==> src/rtl/fetch_pkg.sv <==
// Shared types and constants for the instruction fetch stage.
package fetch_pkg;

    typedef enum logic [1:0] {
        S_IDLE = 2'd0,
        S_REQ  = 2'd1,
        S_WAIT = 2'd2,
        S_HOLD = 2'd3
    } fetch_state_t;

    localparam int          INSTR_BYTES = 4;
    localparam logic [31:0] NOP_INSTR   = 32'h0000_0013;

endpackage

==> src/rtl/fetch_pc.sv <==
// Program counter: resets to RESET_PC, steps by one instruction, loads redirect targets word-aligned.
module fetch_pc
    import fetch_pkg::*;
#(
    parameter int                     ADDRESS_WIDTH = 32,
    parameter logic [ADDRESS_WIDTH-1:0] RESET_PC    = '0
) (
    input  logic                     i_clk,
    input  logic                     i_rst,
    input  logic                     i_inc,
    input  logic                     i_load,
    input  logic [ADDRESS_WIDTH-1:0] i_load_pc,
    output logic [ADDRESS_WIDTH-1:0] o_pc
);

    logic [ADDRESS_WIDTH-1:0] r_pc;
    logic [ADDRESS_WIDTH-1:0] w_target;

    assign w_target = i_load_pc & ~ADDRESS_WIDTH'(3);

    // Load wins over increment so a redirect overrides a completing fetch.
    always_ff @(posedge i_clk) begin
        if (i_rst) begin
            r_pc <= RESET_PC;
        end else if (i_load) begin
            r_pc <= w_target;
        end else if (i_inc) begin
            r_pc <= r_pc + ADDRESS_WIDTH'(INSTR_BYTES);
        end
    end

    assign o_pc = r_pc;

endmodule

==> src/rtl/fetch_unit.sv <==
// Instruction fetch FSM: one outstanding imem read, output buffer to decode, redirect with squash.
module fetch_unit
    import fetch_pkg::*;
#(
    parameter int                       ADDRESS_WIDTH = 32,
    parameter int                       DATA_WIDTH    = 32,
    parameter logic [ADDRESS_WIDTH-1:0] RESET_PC      = '0
) (
    input  logic                     i_clk,
    input  logic                     i_rst,
    output logic                     o_imem_req,
    output logic [ADDRESS_WIDTH-1:0] o_imem_addr,
    input  logic                     i_imem_gnt,
    input  logic                     i_imem_rvalid,
    input  logic [DATA_WIDTH-1:0]    i_imem_rdata,
    output logic                     o_instr_valid,
    output logic [DATA_WIDTH-1:0]    o_instr,
    output logic [ADDRESS_WIDTH-1:0] o_instr_pc,
    input  logic                     i_instr_ready,
    input  logic                     i_redirect,
    input  logic [ADDRESS_WIDTH-1:0] i_redirect_pc
);

    fetch_state_t             r_state;
    logic                     r_drop;
    logic [DATA_WIDTH-1:0]    r_instr;
    logic [ADDRESS_WIDTH-1:0] r_instr_pc;
    logic [ADDRESS_WIDTH-1:0] w_pc;
    logic                     w_accept;

    assign w_accept = (r_state == S_WAIT) && i_imem_rvalid && !r_drop && !i_redirect;

    fetch_pc #(
        .ADDRESS_WIDTH(ADDRESS_WIDTH),
        .RESET_PC     (RESET_PC)
    ) u_pc (
        .i_clk    (i_clk),
        .i_rst    (i_rst),
        .i_inc    (w_accept),
        .i_load   (i_redirect),
        .i_load_pc(i_redirect_pc),
        .o_pc     (w_pc)
    );

    always_ff @(posedge i_clk) begin
        if (i_rst) begin
            r_state    <= S_IDLE;
            r_drop     <= 1'b0;
            r_instr    <= DATA_WIDTH'(NOP_INSTR);
            r_instr_pc <= RESET_PC;
        end else if (i_redirect) begin
            // Squash: anything granted but not yet returned must be discarded.
            case (r_state)
                S_IDLE: r_state <= S_REQ;
                S_REQ: begin
                    if (i_imem_gnt) begin
                        r_state <= S_WAIT;
                        r_drop  <= 1'b1;
                    end
                end
                S_WAIT: begin
                    if (i_imem_rvalid) begin
                        r_state <= S_REQ;
                        r_drop  <= 1'b0;
                    end else begin
                        r_drop  <= 1'b1;
                    end
                end
                S_HOLD: r_state <= S_REQ;
                default: r_state <= S_IDLE;
            endcase
        end else begin
            case (r_state)
                S_IDLE: r_state <= S_REQ;
                S_REQ: begin
                    if (i_imem_gnt) r_state <= S_WAIT;
                end
                S_WAIT: begin
                    if (i_imem_rvalid) begin
                        if (r_drop) begin
                            r_drop  <= 1'b0;
                            r_state <= S_REQ;
                        end else begin
                            r_instr    <= i_imem_rdata;
                            r_instr_pc <= w_pc;
                            r_state    <= S_HOLD;
                        end
                    end
                end
                S_HOLD: begin
                    if (i_instr_ready) r_state <= S_REQ;
                end
                default: r_state <= S_IDLE;
            endcase
        end
    end

    assign o_imem_req    = (r_state == S_REQ);
    assign o_imem_addr   = w_pc;
    assign o_instr_valid = (r_state == S_HOLD);
    assign o_instr       = r_instr;
    assign o_instr_pc    = r_instr_pc;

endmodule

==> config.mk <==
export PLATFORM = sky130hd
export DESIGN_NAME = fetch_unit
export DESIGN_NICKNAME = d
export VERILOG_FILES = /design/src/rtl/fetch_pkg.sv /design/src/rtl/fetch_pc.sv /design/src/rtl/fetch_unit.sv
export SDC_FILE = /design/constraint.sdc
export NUM_CORES = 1
export LEC_CHECK = 0
export CAP_MARGIN = 20
export CELL_PAD_IN_SITES_DETAIL_PLACEMENT = 1
export CELL_PAD_IN_SITES_GLOBAL_PLACEMENT = 2
export CORE_UTILIZATION = 24
export CTS_BUF_LIST = sky130_fd_sc_hd__clkbuf_2
export CTS_CLUSTER_SIZE = 12
export DETAILED_ROUTE_END_ITERATION = 7
export GPL_TIMING_DRIVEN = 0
export PLACE_DENSITY_LB_ADDON = 0.25
export SETUP_SLACK_MARGIN = 0.15
export SLEW_MARGIN = 40
export SYNTH_ARGS = -nofsm -noshare
export SYNTH_HDL_FRONTEND = slang
export SYNTH_SLANG_ARGS = --single-unit
==> constraint.sdc <==
create_clock -name i_clk -period 2.2 [get_ports i_clk]
set_clock_uncertainty 0.15 [all_clocks]
set_input_delay 0.44 -clock i_clk [delete_from_list [all_inputs] [get_ports i_clk]]
set_output_delay 0.44 -clock i_clk [all_outputs]
set_load 0.01 [all_outputs]
==> qor.txt <==
IR Drop Worst-Case VDD: 207 uV
antenna cells: 0
horizontal die dimension: 132 microns
overall power: 3070 uW
path depth of the worst reg2reg path: 7
layout overhead on the synthesized area: 63.0%
Clock Pin Slew Worst Setup and Hold Paths: 240 ps
largest fanout on the critical path: 4
count of state elements after synthesis: 95
post-layout instance area: 0.00657 sq mm
starting density of the core: 24.5%
switching part of the total power: 28.5%
clock tree from TritonCTS: built
Pwr Density: 467 mW/mm^2
ports placed on the boundary: 168
maximum root-to-sink buffer count: 2
first-pass GRT wire length: 25100 microns
DRC violation count after routing: 0
total iterations of the first detailed-routing run: 4
number of max-slew violations in the final report: 0
critical path required time: 2550 ps
Setup CP Type: reg2reg
detail-routed net length per standard cell: 16.4 microns
drt total wl: 15700 microns
part of the Yosys area used for sequential elements: 47.2%
number of sinks driven by the clock tree: 95
worst rel slew slack: 57.3%
Most common cell on crit path: buf_4
placer's final routability congestion estimate: 0.745
cells after synthesis: 504
Post-Syn Area per Cell: 8.00 sq um
Internal Dissipation: 2190 uW
post-synthesis adder-cell area fraction: 1.24%
number of DRC markers in iteration 0: 118
fraction of layout instances using a drive strength above 1: 26.2%
final setup violation count: 0
total number of cells along the worst setup path: 7
static leakage: 0.00282 uW
Switching Power: 873 uW
proportion of register bits with asynchronous set or reset after synthesis: 0%
sequential cell fraction of total power: 58.9%
Total Routing Usage GR: 18.5%
worst hold stages: 3
xor/xnor share of the synthesized area: 6.30%
HP Class: in2reg
Root Buffer Master: clkbuf_2
ordered cell list for the critical path: buf_4 > nand4_4 > nor4_4 > buf_4 > nand4_1 > xor2_1 > a211oi_1
cell type contributing the most total cell area after synthesis: dfxtp_1
worst hold margin: 209 ps
Synthesis Warnings: 0
multiplexer share of the synthesized area: 0.497%
number of distinct library cells after synthesis: 41
cell area reported after detailed placement: 0.00592 sq mm
dominant combinational cell family by area after synthesis: simple AND/OR/NAND/NOR gates
Final Hold Viols: 0
HPWL Detailed: 11300 microns
number of antenna-violating nets in the routed design: 0
vias after detailed routing: 4334
total standard cell area after synthesis: 0.00403 sq mm
maximum number of pins on one net before global-route repair: 14
number of flops mapped to enable cells by yosys: 0
Port Buffers: 160
critical path capture point type: flop
sum of overflow across all layers after global routing: 0
worst-path cell with the longest stage delay: dfxtp_4
relative contribution of combinational cells to total power: 17.5%
floorplan die height: 132 microns
delay contributed by the slowest stage of the critical path: 400 ps
critical path launch point type: flop
share of the clock period used by the worst path after layout: 90.2%
number of buffers created by CTS: 9
most common flop cell mapped by yosys: dfxtp_1
num rows: 47
transition time at the pin with the least slew margin: 640 ps
top cells by area, synth: dfxtp_1 47%, nand2_1 13%, a21oi_1 8.8%, xor2_1 4.6%, a211oi_1 3.4%
Buf/Inv on CP: 2
total number of nets in the final design: 807
unrepaired setup endpoints after global routing: yes
FMAX: 504 MHz
antenna violations before repair: 0
post-synthesis simple-gate area fraction: 25.4%
full die area: 0.0173 sq mm
share of the synthesized area in compound gates (AO/OA/AOI/OAI): 14.3%
core region area: 0.0165 sq mm
family of cells with the greatest summed delay on the critical path: simple AND/OR/NAND/NOR gates
# Max-Cap Violations: 0
H-tree Lvls: 3
arrival time of data at the critical path endpoint: 2330 ps
source-to-sink clock delay at the later pin of the worst-skew pair: 590 ps
vias in the first global route: 4630
most common cell after layout, fill and taps aside: nand2_1
FILL cells: 2005
result of the run: finished clean
number of vias per cell after detailed routing: 4.53
most frequent cells in the layout: 143 x nand2_1, 92 x dlygate4sd2_1, 71 x a21oi_1, 66 x clkdlybuf4s50_1, 58 x buf_4
time the final worst path needs with I/O delays and setup: 1980 ps
clock share of power: 23.6%
share of Yosys cell area claimed by the top area cell type: 47.2%
-- sequential cells by signal, summed over array words and instances, names as in the netlist --
signal / flops
o_instr_pc: 30
o_instr: 32
r_drop: 1
u_pc.o_pc: 30
r_state: 2
-- cell families (layout without fill, tap and decap cells) --
logic type / Yosys count / after routing
compound gates: 99 / 99
xor+xnor: 29 / 29
fa+ha+maj: 4 / 4
buf+inv: 47 / 277
flops: 95 / 95
mux: 2 / 2
other cells: 1 / 4
simple gates: 227 / 227
-- area by class of cell --
type                            instances  area (sq um)  share of cell area (%)
Timing Repair Buffer                  215          1900                    29.0
Clock buffer                           12          60.1                   0.914
Clock inverter                          3          11.3                   0.171
Buffer                                 37           188                    2.86
Multi-Input combinational cell        365          2020                    30.8
Sequential cell                        95          2070                    31.6
Inverter                               10          37.5                   0.571
Tap cell                              220           275                    4.19
-- metal layers --
metal,track usage (%),part of all wire (%)
met3,3.70,4.8
met4,6.33,1.7
met5,0,0
met1,22.8,45
met2,32.0,49
-- power groups by stage --
stage                     Combinational, uW  Clock (uW)  Sequential [uW]
after floorplan                         166           0             1880
after global placement                  451           0             1880
after detailed placement                457           0             1880
after CTS                               531         781             1810
after global routing                    588         826             1810
final                                   537         723             1810
-- stage by stage --
step | worst slack (ps) | setup TNS [ps] | util [%] | cells
after floorplan | 315 | 0 | - | 507
after global placement | -682 | -49130 | 35.9 | 887
after detailed placement | -763 | -53060 | 35.9 | 887
after CTS | 173 | 0 | 39.2 | 948
after global routing | 116 | 0 | 39.9 | 957
final | 216 | 0 | 39.9 | 957
-- synthesized netlist by cell type (all sizes together), types with 2 or more instances --
cell type,n
nand2,144
dfxtp,95
a21oi,71
nor2,36
clkbuf,30
xor2,21
a211oi,20
nand3,15
inv,10
nand4,9
xnor2,8
buf,7
nand3b,5
nor3,5
ha,4
nor4,4
and4,3
mux2i,2
o21ai,2
o31ai,2
-- path summary, 6_finish.rpt --
| kind | slack (ps) | to | start |
|---|---|---|---|
| worst max-delay path | 220 | u_pc.o_pc[22] | u_pc.o_pc[4] |
| worst max register to register | 220 | u_pc.o_pc[22] | u_pc.o_pc[4] |
| worst min register to register | 320 | o_instr[13] | o_instr[13] |
| worst min-delay path | 210 | o_instr[21] | i_imem_rdata[21] |
-- worst min-delay path, cell delays in order --
cell and delay, ps:
clkdlybuf4s50_1 400, nand2_1 60, a21oi_1 50
-- what timing repair did --
item | in CTS | in global routing
setup buffers | 46 | 9
resized for setup | 235 | 9
hold buffers | 0 | 0
pin swaps | 5 | 4
setup endpoints to repair | 180 | 66
Power figures use the tool's default switching activity.
